### src/rtl/sporta_unpack.sv
//------------------------------------------------------------------------------
// sporta_unpack: rebuilds TLC3548 / AD7794 readings from the serial-port byte
// stream into a 12-entry result bank with a registered host read port.
// Revision: 1.0
//------------------------------------------------------------------------------
`default_nettype none

module sporta_unpack #(
  parameter int FAST_BITS = 14,
  parameter int SLOW_BITS = 24
) (
  input  logic        clk,
  input  logic        rst,
  input  logic [15:0] stream,
  input  logic        stream_tick,
  input  logic [3:0]  rd_addr,
  output logic [23:0] rd_data,
  output logic        rd_valid,
  output logic        scan_done,
  output logic [7:0]  scan_seq,
  output logic        fmt_err
);

  localparam int         WORD_BITS   = 24;
  localparam int         NUM_ENTRIES = 12;
  localparam logic [3:0] SLOT_FAST_LO = 4'd2;
  localparam logic [3:0] SLOT_FAST_HI = 4'd9;
  localparam logic [3:0] SLOT_SLOW    = 4'd10;
  localparam logic [3:0] BIDX_MAX     = 4'd15;
  localparam logic [3:0] LAST_FAST    = 4'd7;

  // Stream field decode
  logic [1:0] slow_chan;
  logic       slow_last;
  logic [3:0] slot;
  logic       byte0;
  logic [7:0] rx_byte;

  assign slow_chan = stream[15:14];
  assign slow_last = stream[13];
  assign slot      = stream[12:9];
  assign byte0     = stream[8];
  assign rx_byte   = stream[7:0];

  logic [3:0]  bidx;
  logic        synced;
  logic [7:0]  fast_hi;
  logic [15:0] slow_sr;

  logic        wr_pend;
  logic [3:0]  wr_addr;
  logic [WORD_BITS-1:0] wr_word;

  logic [3:0]  bidx_inc;
  logic [3:0]  bidx_next;
  logic        slot_bad;
  logic        data_ok;
  logic        is_fast;
  logic        is_slow;
  logic [3:0]  fast_slot_ofs;
  logic [15:0] fast_pair;
  logic [23:0] slow_full;

  assign slot_bad      = (slot > SLOT_SLOW);
  assign bidx_inc      = (bidx == BIDX_MAX) ? BIDX_MAX : bidx + 4'd1;
  assign bidx_next     = byte0 ? 4'd0 : bidx_inc;
  // Data bytes count only once a byte0 has been seen since reset.
  assign data_ok       = stream_tick && !slot_bad && !byte0 && synced;
  assign is_fast       = (slot >= SLOT_FAST_LO) && (slot <= SLOT_FAST_HI);
  assign is_slow       = (slot == SLOT_SLOW) && slow_last;
  assign fast_slot_ofs = slot - SLOT_FAST_LO;
  assign fast_pair     = {fast_hi, rx_byte};
  assign slow_full     = {slow_sr, rx_byte};

  // Byte tracking and assembly; a completed word is staged for the bank.
  always_ff @(posedge clk) begin
    if (rst) begin
      bidx    <= 4'd0;
      synced  <= 1'b0;
      fast_hi <= 8'd0;
      slow_sr <= 16'd0;
      wr_pend <= 1'b0;
      wr_addr <= 4'd0;
      wr_word <= '0;
      fmt_err <= 1'b0;
    end else begin
      wr_pend <= 1'b0;
      if (stream_tick) begin
        if (slot_bad) begin
          fmt_err <= 1'b1;
        end else begin
          bidx <= bidx_next;
          if (byte0) begin
            synced <= 1'b1;
          end else if (bidx_inc == BIDX_MAX) begin
            fmt_err <= 1'b1;
          end
        end
      end

      if (data_ok && is_fast) begin
        if (bidx_next == 4'd1) begin
          fast_hi <= rx_byte;
        end else if (bidx_next == 4'd2) begin
          wr_pend <= 1'b1;
          wr_addr <= {1'b0, fast_slot_ofs[2:0]};
          wr_word <= WORD_BITS'(fast_pair[15 -: FAST_BITS]);
        end
      end

      if (data_ok && is_slow) begin
        if ((bidx_next >= 4'd1) && (bidx_next <= 4'd3)) begin
          slow_sr <= slow_full[15:0];
        end
        if (bidx_next == 4'd3) begin
          wr_pend <= 1'b1;
          wr_addr <= {2'b10, slow_chan};
          wr_word <= WORD_BITS'(slow_full[23 -: SLOW_BITS]);
        end
      end
    end
  end

  logic [WORD_BITS-1:0]   bank [NUM_ENTRIES];
  logic [NUM_ENTRIES-1:0] bank_valid;

  // Bank write, scan bookkeeping and registered read port.
  always_ff @(posedge clk) begin
    if (rst) begin
      for (int i = 0; i < NUM_ENTRIES; i++) begin
        bank[i] <= '0;
      end
      bank_valid <= '0;
      scan_done  <= 1'b0;
      scan_seq   <= 8'd0;
      rd_data    <= 24'd0;
      rd_valid   <= 1'b0;
    end else begin
      scan_done <= 1'b0;
      if (wr_pend) begin
        bank[wr_addr]       <= wr_word;
        bank_valid[wr_addr] <= 1'b1;
        if (wr_addr == LAST_FAST) begin
          scan_done <= 1'b1;
          scan_seq  <= scan_seq + 8'd1;
        end
      end
      if (rd_addr < 4'(NUM_ENTRIES)) begin
        rd_data  <= bank[rd_addr];
        rd_valid <= bank_valid[rd_addr];
      end else begin
        rd_data  <= 24'd0;
        rd_valid <= 1'b0;
      end
    end
  end

endmodule

`default_nettype wire

### config.mk
export PLATFORM = sky130hd
export DESIGN_NAME = sporta_unpack
export DESIGN_NICKNAME = d
export VERILOG_FILES = /design/src/rtl/sporta_unpack.sv
export SDC_FILE = /design/constraint.sdc
export NUM_CORES = 1
export LEC_CHECK = 0
export BUFFER_PORTS_ARGS = -buffer_cell sky130_fd_sc_hd__buf_2
export CAP_MARGIN = 20
export CORE_MARGIN = 1
export CORE_UTILIZATION = 55
export CTS_CLUSTER_DIAMETER = 50
export DETAILED_ROUTE_END_ITERATION = 6
export GPL_TIMING_DRIVEN = 0
export PLACE_DENSITY = 0.75
export SLEW_MARGIN = 10
export SYNTH_ARGS = -nofsm -noshare
export SYNTH_HDL_FRONTEND = slang
export SYNTH_SLANG_ARGS = --single-unit
export TNS_END_PERCENT = 30
### constraint.sdc
create_clock -name clk -period 4.1 [get_ports clk]
set_input_delay 1.025 -clock clk [delete_from_list [all_inputs] [get_ports clk]]
set_output_delay 1.025 -clock clk [all_outputs]
set_load 0.01 [all_outputs]
== Word-level counts from Yosys, hierarchy flattened ==
Memory sizes are Yosys's and may differ from the RTL's. A register that Yosys moved wholly into a read port is not among the register bits.
Index checks and enable logic that the tools add are counted.

* $add $sub $neg: 3
* Order comparisons: 9
* Equality and inequality tests: 8
* Muxes and demuxes: 33
* Bitwise logic cells: 4
* Reductions and logical operators: 21

{| class="wikitable"
|+ Operators by type and width
! cell !! count
|-
| two-way mux 24 bit || 6
|-
| two-way mux 4 bit || 8
|-
| OR reduction 24 bit || 1
|-
| two-way mux 1 bit || 17
|-
| == test 4 bit (second input constant) || 3
|-
| bitwise OR 12 bit || 1
|-
| less-than comparator 4 x 5 -> 1 bit (second input constant) || 2
|-
| logical AND 1 bit || 9
|-
| adder 8 x 1 -> 8 bit (second input constant) || 1
|-
| == test 4 x 2 -> 1 bit (second input constant) || 2
|-
| >= comparator 4 x 1 -> 1 bit (second input constant) || 2
|-
| AND reduction 2 bit || 4
|-
| AND reduction 3 bit || 2
|-
| adder 4 x 1 -> 4 bit (second input constant) || 1
|-
| binary-select mux 1 bit (select 4 bit) || 1
|-
| demux 1 bit (select 4 bit) || 1
|-
| == test 4 x 1 -> 1 bit (second input constant) || 1
|-
| == test 4 x 3 -> 1 bit (second input constant) || 1
|-
| >= comparator 4 x 2 -> 1 bit (second input constant) || 1
|-
| > comparator 4 bit (second input constant) || 1
|-
| less-or-equal comparator 4 x 2 -> 1 bit (second input constant) || 1
|-
| less-or-equal comparator 4 bit (second input constant) || 1
|-
| less-than comparator 4 bit (second input constant) || 1
|-
| OR reduction 2 bit || 2
|-
| 5 further kinds || 8
|}

* Flip-flop bits (word level): 81
* Bits in writable memories: 288
* Output and inout port bits: 35
* Memories: 1

{| class="wikitable"
|+ Memory list
! memory !! words !! width !! rd ports !! clocked after Yosys merged registers in !! write ports !! line !! text
|-
| bank || 12 || 24 || 1 || 1 || 12 || 124 || <nowiki>logic [WORD_BITS-1:0] bank [NUM_ENTRIES];</nowiki>
|}

== Depth between registers and ports, before layout ==
* Depth in word-level cells: 9
* Mapped depth: 9
* Mapped depth without buffers: 7

== Worst setup path after synthesis ==
No wires, ideal clock.

* Path type: input to register
* Start: input rst
* End: memory bank[10][0] (enable)
* Setup time: 0.438 ns
* Data arrival time: 3.549 ns
* Required time: 3.662 ns
* Path slack: 0.112 ns
* Stages: 5
* Cells stage by stage: buf_2 -> nand2b_4 -> or3b_1 -> buf_2 -> o21ai_0

{| class="wikitable"
|+ RTL lines
! what !! line !! text
|-
| start, declared || 13 || <nowiki>input logic rst,</nowiki>
|-
| end, declared || 124 ||
|}

==> impl_metrics.csv <==
group,metric,value,unit
clock_tree,tritoncts_num_sinks,393,
synthesis,synth_top_area_share,50.9,%
synthesis,dominantRegCellSynth,"edfxtp_1",
synthesis,number_of_enable_type_register_cells_in_the_synthesized_netlist,288,
worst_setup_path,timing.critical_path.fanout_max,24,
routing,vias,10400,
floorplan,die-area,0.0316,mm²
global_route,grt_pass1_vias,10200,
routing,drt-total-wl,39.1,mm
global_route,antenna_found_initial,0,
sta,timing.fmax,331,MHz
floorplan,start_util,56.6,%
hold_path,holdPathEnd,"bank_valid[8]",
worst_setup_path,worstSetupPathDepth,6,
hold_path,min_from,"bank_valid[8]",
synthesis,synth.yosys.seq_area_share,63.3,%
worst_setup_path,worst-endpoint-arrival,3.20,ns
clock_tree,clk_pin_slew,0.06,ns
layout,register_area,0.0108,mm²
worst_setup_path,cp_data_required_time,4.27,ns
synthesis,post_synth.cell_area_avg,13.5,µm²
worst_setup_path,setup.worst_path.start_class,"input pin",
global_route,global_route.usage.total,25.6,%
routing,drtPass1Iterations,5,
sta,clock_skew,0.0242,ns
routing,routed_via_density,5.81,
layout,insertedDiodeCount,0,
worst_setup_path,timing.critical_path.to_type,"flop",
layout,final_layout_size_suffix_gt1_share,17.3,%
worst_setup_path,worstReg2RegEnd,"bank[1][5]",
floorplan,fp.dieW,178,µm
worst_setup_path,criticalPathCategory,"in2reg",
sta,grt_setup_unrepaired,"no",
routing,routed-wl-met2,19.2,mm
power_and_ir_drop,switching_share,22.0,%
power_and_ir_drop,worst_ir_drop_vdd,0.327,mV
clock_tree,cts_max_level,2,
sta,finalMaxSlewViolations,0,
placed_design,hpwl,26.4,mm
worst_setup_path,rr_worst_depth,5,
routing,dr_top_layer,"met4",
synthesis,mappedNetlistNets,1281,
synthesis,asyncSetResetFlopFracSynth,0,%
worst_setup_path,critical_path.cell_chain,"buf_2, nand2b_4, nor2_1, nand2_1, nor3_1, or2_2",
layout,instances_no_fill,1783,
sta,setup_viol_count_final,0,
power_and_ir_drop,power_density,440,mW/mm²
worst_setup_path,cpLargestDelayFamily,"simple AND/OR/NAND/NOR gates",
sta,finalHoldViolCount,0,
clock_tree,tritoncts_clock_tree,"built",
routing,remaining_drc_errors,0,
synthesis,synth.top_cells.by_area,"edfxtp_1 51%, dfxtp_1 12%, and2_1 11%",
sta,worst_tran_pin_value,0.950,ns
hold_path,whs_path_depth,1,
synthesis,netlist.top_cell.by_area,"edfxtp_1",
routing,wl_met3,3.13,mm
worst_setup_path,timing.critical_path.slowest_stage_cell,"nor3_1",
sta,post-route-period-util,73.7,%
power_and_ir_drop,p_int,6.62,mW
clock_tree,post_cts_resized,0,
synthesis,post_synth_num_cell_types,47,
worst_setup_path,critical_path.max_stage_delay,0.79,ns
synthesis,synthesis.yosys.warnings,0,
synthesis,syn-cell-area,0.0170,mm²
routing,wirelength_met1,15.9,mm
power_and_ir_drop,relative_contribution_of_the_clock_network_to_total_power,42.6,%
hold_path,class_of_the_most_critical_hold_timing_path,"reg2reg",
routing,wl_per_cell,22.0,µm
power_and_ir_drop,cellLeakagePower,7.27,nW
clock_tree,cts_buf_count,43,
outcome,status,"completed",
power_and_ir_drop,power.combinational.fraction,5.3,%
worst_setup_path,r2r_start,"wr_pend",
synthesis,netlist_instances,1255,
layout,area_growth,13.5,%
floorplan,floorplan.io_pins,58,
sta,worst_slew_margin_rel,36.4,%
clock_tree,worst_skew_pair.late_latency,0.55,ns
placed_design,dp_cells,1703,
sta,finalCriticalPeriod,3.02,ns
routing,initialDrtViolationCount,953,
placed_design,finalWeightedCongestion,0.804,
routing,antenna_left,0,
floorplan,design.core.area,0.0300,mm²
run,drv.max_cap_violation_count,0,
clock_tree,cts_buffer_depth,3,
power_and_ir_drop,p_sw,1.86,mW
layout,multi_input_area,0.00584,mm²
layout,final_nets,1384,
synthesis,synth-seq-cells,393,
worst_setup_path,r2r_setup_slack,1.45,ns
power_and_ir_drop,report.power.total,8.49,mW
clock_tree,cts.root.buffer_cell,"clkbuf_16",
global_route,grt_start_max_net_pins,26,
layout,fill_cells,2203,
worst_setup_path,cp.buffers_inverters,1,
power_and_ir_drop,seq_power_share,52.1,%
global_route,globalRoute.totalOverflow,0,
global_route,grt_first_pass_wirelength,59.5,mm
placed_design,port-buffer-count,52,
clock_tree,ctsHoldBuffers,0,
floorplan,die-height,178,µm
clock_tree,cts_post_setup_buffers_inserted,0,
floorplan,placementRows,63,
## layer usage
metal / vias up / GRT usage (%)
li1: 4722 / -
met1: 5170 / 35.6
met2: 417 / 41.7
met3: 56 / 4.09
met4: 0 / 7.30
met5: - / 0
## sequential cells by signal, summed over array words and instances (netlist names), 4 cells and up
signal      cells
bank          288
bank_valid     12
bidx            4
fast_hi         8
rd_data        24
scan_seq        8
slow_sr        16
wr_addr         4
wr_word        24
## stage by stage
stage / setup WS, ns / area, µm² / util, % / hold slack, ns / setup TNS (ns)
3_3_place_gp: -1.19 / 17700 / 59.1 / 0.430 / -178.26
6_report: 1.08 / 19300 / 64.2 / 0.450 / 0
2_1_floorplan: 0.112 / 17000 / - / 0.421 / 0
4_1_cts: 1.11 / 19300 / 64.2 / 0.453 / 0
3_5_place_dp: 0.548 / 18000 / 59.8 / 0.440 / 0
5_1_grt: 1.03 / 19300 / 64.2 / 0.469 / 0
## power groups by stage
stage                     clock [mW]  sequential [mW]  combinational, mW
after global routing            3.80             4.44              0.478
final                           3.61             4.43              0.450
after global placement             0             4.51              0.418
after floorplan                    0             4.51              0.273
after CTS                       3.64             4.43              0.451
after detailed placement           0             4.51              0.448
## cell usage in the layout (no fill, tap or decap), types with 3 or more instances in the layout
cell type / instances
clkbuf_8: 4
mux4_2: 75
clkinv_1: 9
buf_2: 68
nor2_1: 84
buf_4: 4
a211oi_1: 18
buf_16: 5
buf_1: 3
xor2_1: 4
nor3_1: 5
edfxtp_1: 288
inv_1: 9
o21ai_0: 3
a21oi_1: 43
nand2b_1: 5
mux2i_1: 41
or2_2: 7
nand2_1: 70
clkbuf_1: 92
clkbuf_16: 44
nor3_4: 3
nand4_1: 5
o21ai_4: 7
a31oi_1: 28
a21o_1: 12
nand3_1: 10
clkinv_2: 4
inv_6: 3
ha_1: 3
and2_1: 292
buf_6: 3
and3_1: 4
xnor2_1: 3
dfxtp_1: 105
## cell usage after synthesis, types with 2 or more instances
| master | instances |
|---|---|
| nand4_1 | 5 |
| nor4_1 | 2 |
| buf_2 | 16 |
| nand3b_1 | 2 |
| a31oi_1 | 28 |
| nand2b_1 | 5 |
| dfxtp_1 | 105 |
| edfxtp_1 | 288 |
| a211oi_1 | 18 |
| o21a_1 | 2 |
| or2_2 | 7 |
| and2_1 | 292 |
| nor2_2 | 2 |
| ha_1 | 3 |
| nor3_4 | 3 |
| nor2b_1 | 2 |
| mux4_2 | 75 |
| o21ai_0 | 10 |
| inv_1 | 9 |
| nand3_1 | 10 |
| xor2_1 | 4 |
| a21o_1 | 12 |
| a21oi_1 | 43 |
| buf_6 | 2 |
| nand2_1 | 70 |
| xnor2_1 | 3 |
| nor2_1 | 84 |
| nor3_1 | 5 |
| and3_1 | 4 |
| clkbuf_1 | 81 |
| buf_1 | 3 |
| buf_4 | 4 |
| mux2i_1 | 41 |
| or3_1 | 2 |
## layout make-up
type | count | area share [%]
buffer | 106 | 2.32
multi-input combinational | 747 | 30.3
sequential | 393 | 55.7
inverter | 9 | 0.175
clock inverter | 21 | 0.649
clock buffer | 59 | 6.21
tap | 390 | 2.53
timing repair buffer | 58 | 2.12
## how the worst max path moves through the flow
stage                     start           to  slack [ns]
final                       rst   bank[1][5]        1.08
after global placement      rst   bank[4][7]       -1.19
after CTS                   rst  bank[1][19]        1.11
after floorplan             rst  bank[10][0]        0.11
after global routing        rst  bank[1][16]        1.03
after detailed placement    rst  bank[1][18]        0.55
## cells by family (layout without fill, tap and decap cells)
| group | Yosys count | count (layout) | share of synthesized area (%) |
|---|---|---|---|
| AO/OA/AOI/OAI | 116 | 116 | 4.25 |
| XOR/XNOR | 7 | 7 | 0.361 |
| adder cells (fa/ha/maj) | 4 | 4 | 0.280 |
| buffers and inverters | 115 | 253 | 2.83 |
| flip-flops | 393 | 393 | 63.3 |
| multiplexers | 117 | 117 | 12.4 |
| AND/OR/NAND/NOR | 503 | 503 | 16.6 |
(Power assumes the default switching activity.)
